`config.mk`:
```
export PLATFORM = sky130hd
export DESIGN_NAME = rf_writeback_arbiter
export DESIGN_NICKNAME = d
export VERILOG_FILES = /design/src/rtl/rf_writeback_arbiter.sv
export SDC_FILE = /design/constraint.sdc
export NUM_CORES = 1
export LEC_CHECK = 0
export ABC_AREA = 1
export ABC_CLOCK_PERIOD_IN_PS = 6450
export CORE_MARGIN = 1
export CORE_UTILIZATION = 30
export DETAILED_ROUTE_END_ITERATION = 7
export GPL_TIMING_DRIVEN = 1
export PLACE_DENSITY = 0.57
export SYNTH_ARGS = -nofsm -noshare
export SYNTH_HDL_FRONTEND = slang
export SYNTH_SLANG_ARGS = --single-unit
```
`constraint.sdc`:
```
create_clock -name clk_i -period 6.45 [get_ports clk_i]
set_input_delay 1.6125 -clock clk_i [delete_from_list [all_inputs] [get_ports clk_i]]
set_output_delay 1.6125 -clock clk_i [all_outputs]
set_load 0.005 [all_outputs]
```
`src/rtl/rf_writeback_arbiter.sv`:
```
// Register-file write-side initiator: buffers ALU0/ALU1/MEM results in per-source
// FIFOs and round-robin arbitrates them onto the two register-file write ports.
module rf_writeback_arbiter #(
  parameter  int NUM_P_REGS = 64,
  parameter  int WORD_SIZE  = 32,
  parameter  int FIFO_DEPTH = 2,
  localparam int PW         = $clog2(NUM_P_REGS)
) (
  input  logic                 clk_i,
  input  logic                 rst_i,
  input  logic                 res_valid0_i,
  output logic                 res_ready0_o,
  input  logic [PW-1:0]        res_dest0_i,
  input  logic [WORD_SIZE-1:0] res_word0_i,
  input  logic                 res_valid1_i,
  output logic                 res_ready1_o,
  input  logic [PW-1:0]        res_dest1_i,
  input  logic [WORD_SIZE-1:0] res_word1_i,
  input  logic                 res_valid2_i,
  output logic                 res_ready2_o,
  input  logic [PW-1:0]        res_dest2_i,
  input  logic [WORD_SIZE-1:0] res_word2_i,
  output logic                 reg_write0_o,
  output logic [PW-1:0]        dest0_o,
  output logic [WORD_SIZE-1:0] word0_o,
  output logic                 reg_write1_o,
  output logic [PW-1:0]        dest1_o,
  output logic [WORD_SIZE-1:0] word1_o,
  output logic                 pending_o
);

  localparam int AW = $clog2(FIFO_DEPTH);
  localparam int NS = 3;

  logic                 in_valid_s [NS];
  logic [PW-1:0]        in_dest_s  [NS];
  logic [WORD_SIZE-1:0] in_word_s  [NS];
  logic                 ready_s    [NS];
  logic                 nonempty_s [NS];
  logic                 push_s     [NS];
  logic                 pop_s      [NS];
  logic [PW-1:0]        head_dest_s[NS];
  logic [WORD_SIZE-1:0] head_word_s[NS];

  logic [PW-1:0]        mem_dest_r [NS][FIFO_DEPTH];
  logic [WORD_SIZE-1:0] mem_word_r [NS][FIFO_DEPTH];
  logic [AW-1:0]        wr_ptr_r   [NS];
  logic [AW-1:0]        rd_ptr_r   [NS];
  logic [AW:0]          count_r    [NS];
  logic [1:0]           rr_ptr_r;

  logic                 g0_v_s;
  logic                 g1_v_s;
  logic [1:0]           g0_idx_s;
  logic [1:0]           g1_idx_s;
  logic [1:0]           scan_idx_s;

  function automatic logic [1:0] mod3_add(input logic [1:0] a, input logic [1:0] b);
    logic [2:0] sum;
    sum = {1'b0, a} + {1'b0, b};
    return (sum >= 3'd3) ? 2'(sum - 3'd3) : sum[1:0];
  endfunction

  assign in_valid_s[0] = res_valid0_i;
  assign in_valid_s[1] = res_valid1_i;
  assign in_valid_s[2] = res_valid2_i;
  assign in_dest_s[0]  = res_dest0_i;
  assign in_dest_s[1]  = res_dest1_i;
  assign in_dest_s[2]  = res_dest2_i;
  assign in_word_s[0]  = res_word0_i;
  assign in_word_s[1]  = res_word1_i;
  assign in_word_s[2]  = res_word2_i;
  assign res_ready0_o  = ready_s[0];
  assign res_ready1_o  = ready_s[1];
  assign res_ready2_o  = ready_s[2];
  assign pending_o     = nonempty_s[0] | nonempty_s[1] | nonempty_s[2];

  // Per-source FIFO status and heads; results for p0 are acknowledged but dropped.
  always_comb begin
    for (int s = 0; s < NS; s++) begin
      ready_s[s]     = (count_r[s] < (AW+1)'(FIFO_DEPTH));
      nonempty_s[s]  = (count_r[s] != {(AW+1){1'b0}});
      head_dest_s[s] = mem_dest_r[s][rd_ptr_r[s]];
      head_word_s[s] = mem_word_r[s][rd_ptr_r[s]];
      push_s[s]      = in_valid_s[s] && ready_s[s] && (in_dest_s[s] != {PW{1'b0}});
    end
  end

  // Round-robin scan: first non-empty source takes port 0, next one with a distinct dest takes port 1.
  always_comb begin
    g0_v_s     = 1'b0;
    g1_v_s     = 1'b0;
    g0_idx_s   = 2'd0;
    g1_idx_s   = 2'd0;
    scan_idx_s = 2'd0;
    for (int k = 0; k < NS; k++) begin
      scan_idx_s = mod3_add(rr_ptr_r, 2'(k));
      if (nonempty_s[scan_idx_s] && !g0_v_s) begin
        g0_v_s   = 1'b1;
        g0_idx_s = scan_idx_s;
      end else if (nonempty_s[scan_idx_s] && !g1_v_s &&
                   (head_dest_s[scan_idx_s] != head_dest_s[g0_idx_s])) begin
        g1_v_s   = 1'b1;
        g1_idx_s = scan_idx_s;
      end else begin
        g1_v_s   = g1_v_s;
      end
    end
    for (int s = 0; s < NS; s++) begin
      pop_s[s] = (g0_v_s && (g0_idx_s == 2'(s))) || (g1_v_s && (g1_idx_s == 2'(s)));
    end
  end

  // FIFO storage; contents are don't-care until the matching count covers them.
  always_ff @(posedge clk_i) begin
    for (int s = 0; s < NS; s++) begin
      if (push_s[s]) begin
        mem_dest_r[s][wr_ptr_r[s]] <= in_dest_s[s];
        mem_word_r[s][wr_ptr_r[s]] <= in_word_s[s];
      end
    end
  end

  // FIFO pointers and occupancy; simultaneous push and pop leaves count unchanged.
  always_ff @(posedge clk_i or posedge rst_i) begin
    if (rst_i) begin
      for (int s = 0; s < NS; s++) begin
        wr_ptr_r[s] <= {AW{1'b0}};
        rd_ptr_r[s] <= {AW{1'b0}};
        count_r[s]  <= {(AW+1){1'b0}};
      end
    end else begin
      for (int s = 0; s < NS; s++) begin
        if (push_s[s]) wr_ptr_r[s] <= wr_ptr_r[s] + {{(AW-1){1'b0}}, 1'b1};
        if (pop_s[s])  rd_ptr_r[s] <= rd_ptr_r[s] + {{(AW-1){1'b0}}, 1'b1};
        case ({push_s[s], pop_s[s]})
          2'b10:   count_r[s] <= count_r[s] + {{AW{1'b0}}, 1'b1};
          2'b01:   count_r[s] <= count_r[s] - {{AW{1'b0}}, 1'b1};
          default: count_r[s] <= count_r[s];
        endcase
      end
    end
  end

  // Registered write ports and round-robin pointer; dest/word hold while idle.
  always_ff @(posedge clk_i or posedge rst_i) begin
    if (rst_i) begin
      reg_write0_o <= 1'b0;
      reg_write1_o <= 1'b0;
      dest0_o      <= {PW{1'b0}};
      dest1_o      <= {PW{1'b0}};
      word0_o      <= {WORD_SIZE{1'b0}};
      word1_o      <= {WORD_SIZE{1'b0}};
      rr_ptr_r     <= 2'd0;
    end else begin
      reg_write0_o <= g0_v_s;
      reg_write1_o <= g1_v_s;
      if (g0_v_s) begin
        dest0_o <= head_dest_s[g0_idx_s];
        word0_o <= head_word_s[g0_idx_s];
      end
      if (g1_v_s) begin
        dest1_o <= head_dest_s[g1_idx_s];
        word1_o <= head_word_s[g1_idx_s];
      end
      if (g1_v_s)      rr_ptr_r <= mod3_add(g1_idx_s, 2'd1);
      else if (g0_v_s) rr_ptr_r <= mod3_add(g0_idx_s, 2'd1);
      else             rr_ptr_r <= rr_ptr_r;
    end
  end

endmodule

```
==> metrics.yaml <==
outcome:
  outcome: "complete, no violations"
synth:
  ys_seq_elements: 320
  synth.top_cell.area_share: 0.4565
  avgSynthCellArea_um2: 9.999
  ys_warn_count: 0
  synth_area_leaders: "edfxtp_1 46%, dfrtp_1 15%, nand2_1 10%, nand3_1 4.6%, a21oi_1 4.0%"
  ys_seq_area_frac: 0.6100
  synth.distinct_cells: 39
  netlist_instances: 1500
  syn-num-nets: 1630
  yosys.area.top_type: "edfxtp_1"
  syn_area_um2: 15000
placement:
  pre_cts_slack_ns: 1.301
  portBuffers: 200
  gp_congestion: 0.9170
  dp_hpwl_mm: 36.00
floorplanning:
  die_area_um2: 50890
  initial_utilization: 0.3051
  rows: 81
  chipWidth_um: 225.6
  ios: 201
  coreArea_um2: 49150
  die_h_um: 225.6
setup_path:
  cp_max_fo: 28
  crit_path_end_kind: "flop"
  crit_path_start_kind: "flop"
  reg2reg_from: "rr_ptr_r[0]$_DFFE_PP0P_"
  required_ns: 6.89
  crit_type: "flop to flop"
  worstSetupStartpoint: "rr_ptr_r[0]$_DFFE_PP0P_"
  arrival_ns: 5.65
global_routing:
  grt.total_usage: 0.1948
  grt_pass1_vias: 11500
  overflow: 0
  grt_max_degree: 52
  grt_pass1_wl_mm: 72.03
  antenna_found_initial: 1
clock_network:
  cts_tree: "yes"
  cts_max_path_buffers: 3
  cts_made_buffers: 37
  postCtsHoldBufs: 0
  root_buffer: "clkbuf_16"
  clk_pin_slew_ns: 0.06
  cts_num_sinks: 320
  cts_setup_buffers: 0
  clk_latency_ns: 0.57
  h-tree-depth: 2
  cts.repair.resized: 0
sta:
  min_period_ns: 5.218
  post-route-period-util: 0.8089
  rsz0062_at_grt: "false"
  fin_ws_ns: 1.232
  worstMarginPinSlew_ns: 1.235
  hold_viol_final: 0
  fmax_mhz: 191.7
  setup_tns_ns: 0
  maxSlewHeadroom: 0.1640
  maxSlewViolCount: 0
  setup-violations-final: 0
  fin_skew_ns: 0.01996
route:
  ant_nets: 0
  first_pass_iters: 5
  first_iter_violations: 937
  vias: 11539
  avgViaCountPerCell: 4.863
  wire_per_inst_um: 20.94
  drc: 0
  wl_mm: 49.70
job:
  max_cap_violations: 0
layout:
  fillers: 4844
  multiInputGateArea_um2: 5099
  most-common-layout-cells: "418 x nand2_1, 228 x edfxtp_1, 200 x clkdlybuf4s50_1"
  layout_commonest_cell: "nand2_1"
  drive_gt1_frac: 0.09075
  seq_area_um2: 9150
  layout.nets: 1809
  area_delta_synth_final_pct: 25.79
worst_hold_path:
  worstHoldPathType: "flop to flop"
  hp-start: "word1_o[1]$_DFFE_PP0P_"
## Yosys cell counts
cell,instances
a21oi_4,1
nor2_1,79
o21ai_1,25
ha_1,11
a22oi_1,1
clkbuf_1,29
nand4_1,3
a21oi_1,119
and2_1,1
a32oi_1,1
inv_1,85
nand2_2,10
nand3_4,5
o21ai_4,1
or2_2,16
o21a_1,3
inv_2,12
or4_1,3
buf_1,10
nand3b_1,3
nor2_4,1
nand2_1,418
nor2_2,7
edfxtp_1,228
o21ai_2,1
nand2_4,3
o211ai_1,36
xor2_1,8
buf_2,28
or2_1,13
o311ai_0,3
buf_4,8
nand3_1,139
mux2i_1,35
dfrtp_1,92
o21ai_0,39
nand3_2,12
buf_6,8
xnor2_1,3
## final timing paths
path | end | cells past startpoint | slack (ns)
worst min-delay path | word1_o[1]$_DFFE_PP0P_ | 2 | 0.53
worst max-delay path | count_r[1]$_DFFE_PP0P_ | 24 | 1.23
worst max register to register | count_r[1]$_DFFE_PP0P_ | 24 | 1.23
worst min register to register | word1_o[1]$_DFFE_PP0P_ | 2 | 0.53
min in group asynchronous | reg_write1_o$_DFF_PP0_ | 2 | 1.48
max in group asynchronous | rd_ptr_r[2]$_DFFE_PP0N_ | 3 | 3.80
## layout make-up
cell class,count,area share
Inverter,97,0.01943
Tap cell,664,0.04403
Sequential cell,320,0.4850
Clock inverter,18,0.01267
Antenna cell,1,0.0001326
Multi-Input combinational cell,1000,0.2702
Clock buffer,50,0.05325
Timing Repair Buffer,223,0.1153
## worst max-delay path, stage by stage, from the launching register on
cell,delay (ns)
dfrtp_1,0.39
inv_1,0.08
ha_1,0.39
inv_2,0.21
nor2_1,0.17
nand2_2,0.25
nand2_1,0.44
nand3_1,0.17
nand2_1,0.11
nand2_1,0.05
nand3_1,0.08
nand2_1,0.05
nor2_1,0.16
nand3_2,0.17
a21oi_4,0.26
nand3_4,0.35
nand2_4,0.37
inv_2,0.07
ha_1,0.18
a22oi_1,0.33
inv_1,0.09
ha_1,0.31
a21oi_1,0.11
o21ai_0,0.11
xor2_1,0.15
## per-stage QoR
stage	hold slack, ns	utilization	std cells	area (µm²)
6_report	0.5298	0.3838	2373	18870
5_1_grt	0.5454	0.3838	2373	18870
4_1_cts	0.5224	0.3838	2372	18860
3_5_place_dp	0.4901	0.3585	2304	17620
3_3_place_gp	0.5092	0.3585	2304	17620
2_1_floorplan	0.4821	-	1500	15000
## metal layers
layer  GRT usage  vias up  routed length (µm)
li1            -     5459                   -
met1      0.2386     5610               20580
met2      0.3405      397               24820
met3     0.03188       73                2583
met4     0.07768        0                1714
met5           0        -                   0
## kinds of logic after synthesis
| logic type | Yosys count | synth area share |
|---|---|---|
| AO/OA/AOI/OAI | 230 | 0.08618 |
| XOR/XNOR | 11 | 0.006424 |
| adder cells (fa/ha/maj) | 11 | 0.009176 |
| buffers and inverters | 180 | 0.05339 |
| flip-flops | 320 | 0.6100 |
| multiplexers | 35 | 0.02336 |
| AND/OR/NAND/NOR | 713 | 0.2115 |
## sequential cells by signal (all words and copies together) (netlist names)
signal and cells:
wr_ptr_r 3, word1_o 32, dest1_o 6, reg_write1_o 1, mem_dest_r 36, dest0_o 6, mem_word_r 192, rd_ptr_r 3
rr_ptr_r 2, reg_write0_o 1, count_r 6, word0_o 32
Power is not shown: default switching activity piles up to over one toggle a cycle in this logic, so the estimate is an artifact.
